--- src/rtl/mem_arb_pkg.sv ---
// rtl/mem_arb_pkg.sv - shared encodings and grant helper for the IF/MEM memory arbiter
//
// Contents:
//   ST_IDLE/ST_BUSY/ST_RESP  arbiter FSM state encodings
//   GNT_IF/GNT_D             granted-requester encodings
//   pick_grant()             IF/MEM arbitration rule used at the grant edge
package mem_arb_pkg;

  localparam logic [1:0] ST_IDLE = 2'd0;
  localparam logic [1:0] ST_BUSY = 2'd1;
  localparam logic [1:0] ST_RESP = 2'd2;

  localparam logic GNT_IF = 1'b0;
  localparam logic GNT_D  = 1'b1;

  // Data normally wins; after a data grant a pending fetch goes first so a
  // stream of loads/stores cannot starve instruction fetch.
  function automatic logic pick_grant(input logic if_req,
                                      input logic d_req,
                                      input logic last_was_d);
    logic g;
    g = (d_req && (!if_req || !last_was_d)) ? GNT_D : GNT_IF;
    return g;
  endfunction

endpackage

--- src/rtl/mem_lat_counter.sv ---
// rtl/mem_lat_counter.sv - clear/enable access-latency counter with last-cycle flag
//
// Ports:
//   clk      in   rising-edge clock
//   rst_n    in   asynchronous active-low reset, clears the count
//   clr      in   synchronous clear (priority over en)
//   en       in   count enable
//   is_last  out  high while the count equals MEM_LAT-1
module mem_lat_counter #(
  parameter int MEM_LAT = 4
) (
  input  logic clk,
  input  logic rst_n,
  input  logic clr,
  input  logic en,
  output logic is_last
);

  // One extra value of headroom: the count steps to MEM_LAT on the final
  // access cycle and then sits there until the next grant clears it.
  localparam int CW = $clog2(MEM_LAT + 1);
  localparam logic [CW-1:0] LAST = CW'(MEM_LAT - 1);

  logic [CW-1:0] cnt;

  always_ff @(posedge clk or negedge rst_n) begin
    if (!rst_n) begin
      cnt <= '0;
    end else if (clr) begin
      cnt <= '0;
    end else if (en) begin
      cnt <= cnt + CW'(1);
    end
  end

  assign is_last = (cnt == LAST);

endmodule

--- src/rtl/mem_arbiter.sv ---
// rtl/mem_arbiter.sv - single-port fixed-latency memory shared by instruction fetch and load/store
//
// Ports:
//   clk_i, rst_i                     clock (rising) and asynchronous active-low reset
//   if_req_i/if_addr_i               fetch request and address (held until if_ack_o)
//   if_ack_o/if_data_o               one-cycle fetch completion and held instruction word
//   d_req_i/d_we_i/d_addr_i/d_wdata_i  data request, store flag, address, store data
//   d_ack_o/d_rdata_o                one-cycle data completion and held load data
//   mem_en_o/mem_we_o/mem_addr_o/mem_wdata_o  memory command, high for MEM_LAT cycles per access
//   mem_rdata_i                      memory read data, valid in the last enabled cycle
//   stall_o                          pipeline hold while any request is outstanding
module mem_arbiter #(
  parameter int ADDR_W  = 32,
  parameter int DATA_W  = 32,
  parameter int MEM_LAT = 4
) (
  input  logic              clk_i,
  input  logic              rst_i,
  input  logic              if_req_i,
  input  logic [ADDR_W-1:0] if_addr_i,
  output logic              if_ack_o,
  output logic [DATA_W-1:0] if_data_o,
  input  logic              d_req_i,
  input  logic              d_we_i,
  input  logic [ADDR_W-1:0] d_addr_i,
  input  logic [DATA_W-1:0] d_wdata_i,
  output logic              d_ack_o,
  output logic [DATA_W-1:0] d_rdata_o,
  output logic              mem_en_o,
  output logic              mem_we_o,
  output logic [ADDR_W-1:0] mem_addr_o,
  output logic [DATA_W-1:0] mem_wdata_o,
  input  logic [DATA_W-1:0] mem_rdata_i,
  output logic              stall_o
);

  import mem_arb_pkg::*;

  logic [1:0] state;
  logic       gnt;
  logic       last_was_d;
  logic       grant;
  logic       gnt_next;
  logic       in_busy;
  logic       is_last;

  // Arbitration happens only in IDLE; RESP is a dead cycle by design so the
  // requester sees its ack before anything new is granted.
  assign grant    = (state == ST_IDLE) && (if_req_i || d_req_i);
  assign gnt_next = pick_grant(if_req_i, d_req_i, last_was_d);
  assign in_busy  = (state == ST_BUSY);

  mem_lat_counter #(
    .MEM_LAT (MEM_LAT)
  ) u_lat_cnt (
    .clk     (clk_i),
    .rst_n   (rst_i),
    .clr     (grant),
    .en      (in_busy),
    .is_last (is_last)
  );

  always_ff @(posedge clk_i or negedge rst_i) begin
    if (!rst_i) begin
      state       <= ST_IDLE;
      gnt         <= GNT_IF;
      last_was_d  <= 1'b0;
      if_ack_o    <= 1'b0;
      if_data_o   <= '0;
      d_ack_o     <= 1'b0;
      d_rdata_o   <= '0;
      mem_en_o    <= 1'b0;
      mem_we_o    <= 1'b0;
      mem_addr_o  <= '0;
      mem_wdata_o <= '0;
    end else begin
      case (state)
        ST_IDLE: begin
          if (grant) begin
            state      <= ST_BUSY;
            gnt        <= gnt_next;
            last_was_d <= (gnt_next == GNT_D);
            mem_en_o   <= 1'b1;
            if (gnt_next == GNT_D) begin
              mem_we_o    <= d_we_i;
              mem_addr_o  <= d_addr_i;
              mem_wdata_o <= d_wdata_i;
            end else begin
              mem_we_o    <= 1'b0;
              mem_addr_o  <= if_addr_i;
            end
          end
        end

        ST_BUSY: begin
          if (is_last) begin
            state    <= ST_RESP;
            mem_en_o <= 1'b0;
            mem_we_o <= 1'b0;
            // mem_we_o still reflects the granted access here: it is 1 only
            // for a store, which returns no read data.
            if (gnt == GNT_IF) begin
              if_ack_o  <= 1'b1;
              if_data_o <= mem_rdata_i;
            end else begin
              d_ack_o <= 1'b1;
              if (!mem_we_o) begin
                d_rdata_o <= mem_rdata_i;
              end
            end
          end
        end

        ST_RESP: begin
          state    <= ST_IDLE;
          if_ack_o <= 1'b0;
          d_ack_o  <= 1'b0;
        end

        default: begin
          state    <= ST_IDLE;
          if_ack_o <= 1'b0;
          d_ack_o  <= 1'b0;
          mem_en_o <= 1'b0;
          mem_we_o <= 1'b0;
        end
      endcase
    end
  end

  // Acks are registered, so this has no combinational loop back to the inputs.
  assign stall_o = (if_req_i && !if_ack_o) || (d_req_i && !d_ack_o);

endmodule
--- config.mk ---
export PLATFORM = sky130hd
export DESIGN_NAME = mem_arbiter
export DESIGN_NICKNAME = d
export VERILOG_FILES = /design/src/rtl/mem_arb_pkg.sv /design/src/rtl/mem_lat_counter.sv /design/src/rtl/mem_arbiter.sv
export SDC_FILE = /design/constraint.sdc
export NUM_CORES = 1
export LEC_CHECK = 0
export ABC_CLOCK_PERIOD_IN_PS = 2700
export CORE_MARGIN = 4
export CORE_UTILIZATION = 40
export DETAILED_ROUTE_END_ITERATION = 10
export MAX_ROUTING_LAYER = met4
export PLACE_DENSITY = 0.85
export SLEW_MARGIN = 5
export SYNTH_ARGS = -nofsm -noshare
export SYNTH_HDL_FRONTEND = slang
export SYNTH_SLANG_ARGS = --single-unit
--- constraint.sdc ---
create_clock -name clk_i -period 2.7 [get_ports clk_i]
set_input_delay 0.54 -clock clk_i [delete_from_list [all_inputs] [get_ports clk_i]]
set_output_delay 0.54 -clock clk_i [all_outputs]
set_load 0.01 [all_outputs]
==> run summary <==
Syn. warnings: 0
Number of vias in the routed layout: 3937
Setup slack on the worst flop-to-flop path: 600 ps
Leakage: 3.95 nW
Compound-Gate Fraction of Synth Area: 1.39%
Fin crit share: 89.8%
Required time of the critical path: 2160 ps
WL/cell: 18.8 microns
Hold Path Class: in2async
CP startpoint kind: input pin
Largest net degree at the start of global routing: 53
Mux contribution to synthesized area: 33.2%
Clock share of power: 22.0%
Sw Share: 30.1%
ANT nets after route: 0
Chip Height: 128 microns
Mapped Nets: 488
Starting Density: 41.1%
Clock Root Buffer: clkbuf_16
Post-Syn Area: 5750 sq um
Slowest-stage cell, CP: clkdlybuf4s50_1
Max frequency: 412 MHz
# diodes: 0
Largest family of logic cells by synthesized area: multiplexers
Setup Viol. Count Final: 0
Slowest stage delay, CP: 550 ps
Cell Count, Final, Fillers Out: 818
TritonCTS clock tree: done
Setup crit end kind: output pin
Placed Cells: 786
Seq/Total Area, Yosys: 60.1%
Power Total: 11.0 mW
HPWL Detailed: 11.2 mm
Crit path cell chain: clkdlybuf4s50_1 > inv_1 > o22ai_1 > clkdlybuf4s50_1
Pint: 7.66 mW
Peak supply drop: 0.806 mV
Crit path buffers/inverters: 3
Most frequent cells in the layout: 264 x clkdlybuf4s50_1, 138 x dfrtp_1, 130 x mux2_2
Area Overhead vs Synth: 59.6%
Setup TNS: 0 ps
Inserted Clock Buffers: 17
Num rows: 43
# DRC: 0
First drt pass iteration count: 4
Fraction of layout cells with a size suffix above 1: 31.7%
Routed wire length: 15.4 mm
GP Congestion: 0.840
I/O pins: 266
Cts hold-fix bufs: 0
Flop pwr share: 33.9%
Setup Fix Bufs, Post-CTS: 0
PwrDens: 1190 nW/um^2
Post-Syn Instances: 353
Post-cts sizing count: 0
Vias in the first global route: 4469
Mean Syn Cell Area: 16.3 sq um
Core Box Area: 14000 sq um
Post-Synth Simple-Gate Area: 1.41%
Hold Vio Cnt, Final: 0
CTS Buffer Depth: 2
CTS Sinks: 138
Gate power share: 44.1%
Final min period: 2420 ps
Initial antenna violation count: 0
Slew at the pin closest to its max-slew limit: 629 ps
Adder-cell area share of the yosys netlist: 0.435%
Die footprint: 16400 sq um
H-tree depth: 4
Top cell by count, worst path: clkdlybuf4s50_1
# port buffers: 265
Worst flop-to-flop path endpoint: d_rdata_o[14]
Die Width: 128 microns
Max-Slew Margin vs Limit: 58.0%
Xor-xnor portion of the synthesized cell area: 0%
GR Overflow Total: 0
Cell family with most CP delay: buffers and inverters
DR vias/cell: 4.81
Unrepaired setup endpoints after global routing: false
Distinct cells, synth: 20
Synth Register Bits: 138
Most common cell after layout, fill and taps aside: clkdlybuf4s50_1
WS Path Type: in2out
Max-slew violations: 0
1st-iter DRT viols: 105
Net Switching: 3.29 mW
GRT Total Usage: 19.7%
Clock latency at the later pin of the worst-skew pair: 410 ps
Max-Cap Viols: 0
Max Fanout on Critical Path: 3
Clock transition at the registers of the reported paths: 70 ps
Status: completed
CP arrival: 1880 ps
First-pass GRT wire length: 24.2 mm
Clock Skews: 10.9 ps
Worst reg2reg startpoint: u_lat_cnt.cnt[0]
Layout Nets: 760
Reg2Reg Depth: 6
## routing by layer
metal	share of wire, %	GRT usage, %
met5	0	-
met4	2.3	6.87
met3	9.1	7.17
met2	50	32.2
met1	39	22.3
## synth_stat cells, drive strengths merged
cell	number	share of area, %
nor2	4	0.26
a21bo	1	0.17
inv	7	0.46
nand2b	2	0.35
ha	2	0.44
nand2	6	0.39
a21boi	1	0.13
or2	1	0.11
a31oi	2	0.22
buf	18	3.1
dfrtp	138	60
mux2	160	33
nand3b	1	0.13
o22ai	4	0.44
nor3	1	0.17
o21ai	5	0.44
## power by group through the flow
stage	sequential (mW)	clock (mW)	combinational, mW
2_1_floorplan	4.13	0	1.78
3_3_place_gp	3.66	0	4.76
3_5_place_dp	3.73	0	4.87
4_1_cts	3.72	2.47	4.90
5_1_grt	3.86	2.55	5.14
6_report	3.71	2.40	4.83
## area by class of cell
| type | count | area [sq um] |
|---|---|---|
| Fill cell | 1002 | 4810 |
| Tap cell | 180 | 225 |
| Multi-Input combinational cell | 190 | 2120 |
| Clock buffer | 17 | 425 |
| Sequential cell | 138 | 3450 |
| Clock inverter | 15 | 193 |
| Timing Repair Buffer | 271 | 2740 |
| Inverter | 7 | 26.3 |
## flip-flops by register name (all words and copies together), names as in the netlist, 2 cells and up
signal	cells
d_rdata_o	32
if_data_o	32
mem_addr_o	32
mem_wdata_o	32
u_lat_cnt.cnt	3
state	2
## worst register-to-register path, stage by stage (launching register included)
cell and delay [ps]:
dfrtp_1 370, ha_1 160, ha_1 220, nand3b_1 240
nor3_4 170, buf_4 410, mux2_2 420
## worst max path at each step
stage	start	end	slack, ps	cells past startpoint
floorplan	u_lat_cnt.cnt[0]	d_rdata_o[14]	980	6
global placement	if_req_i	stall_o	310	4
detailed placement	if_req_i	stall_o	290	4
CTS	if_req_i	stall_o	280	4
global route	if_req_i	stall_o	170	4
finish	if_req_i	stall_o	280	4
## cell families after synthesis
family	Yosys count
mux	160
flops	138
buf+inv	25
simple gates	15
compound gates	13
fa+ha+maj	2
## stage by stage
stage	hold WS [ps]	setup slack, ps	cell area, sq um	util, %
2_1_floorplan	244	983	5750	-
3_3_place_gp	467	314	8560	61.2
4_1_cts	82.0	280	9180	65.6
5_1_grt	91.2	169	9180	65.6
6_report	72.8	275	9180	65.6
3_5_place_dp	480	288	8560	61.2
Note: power is estimated with default switching activity, not from simulation.
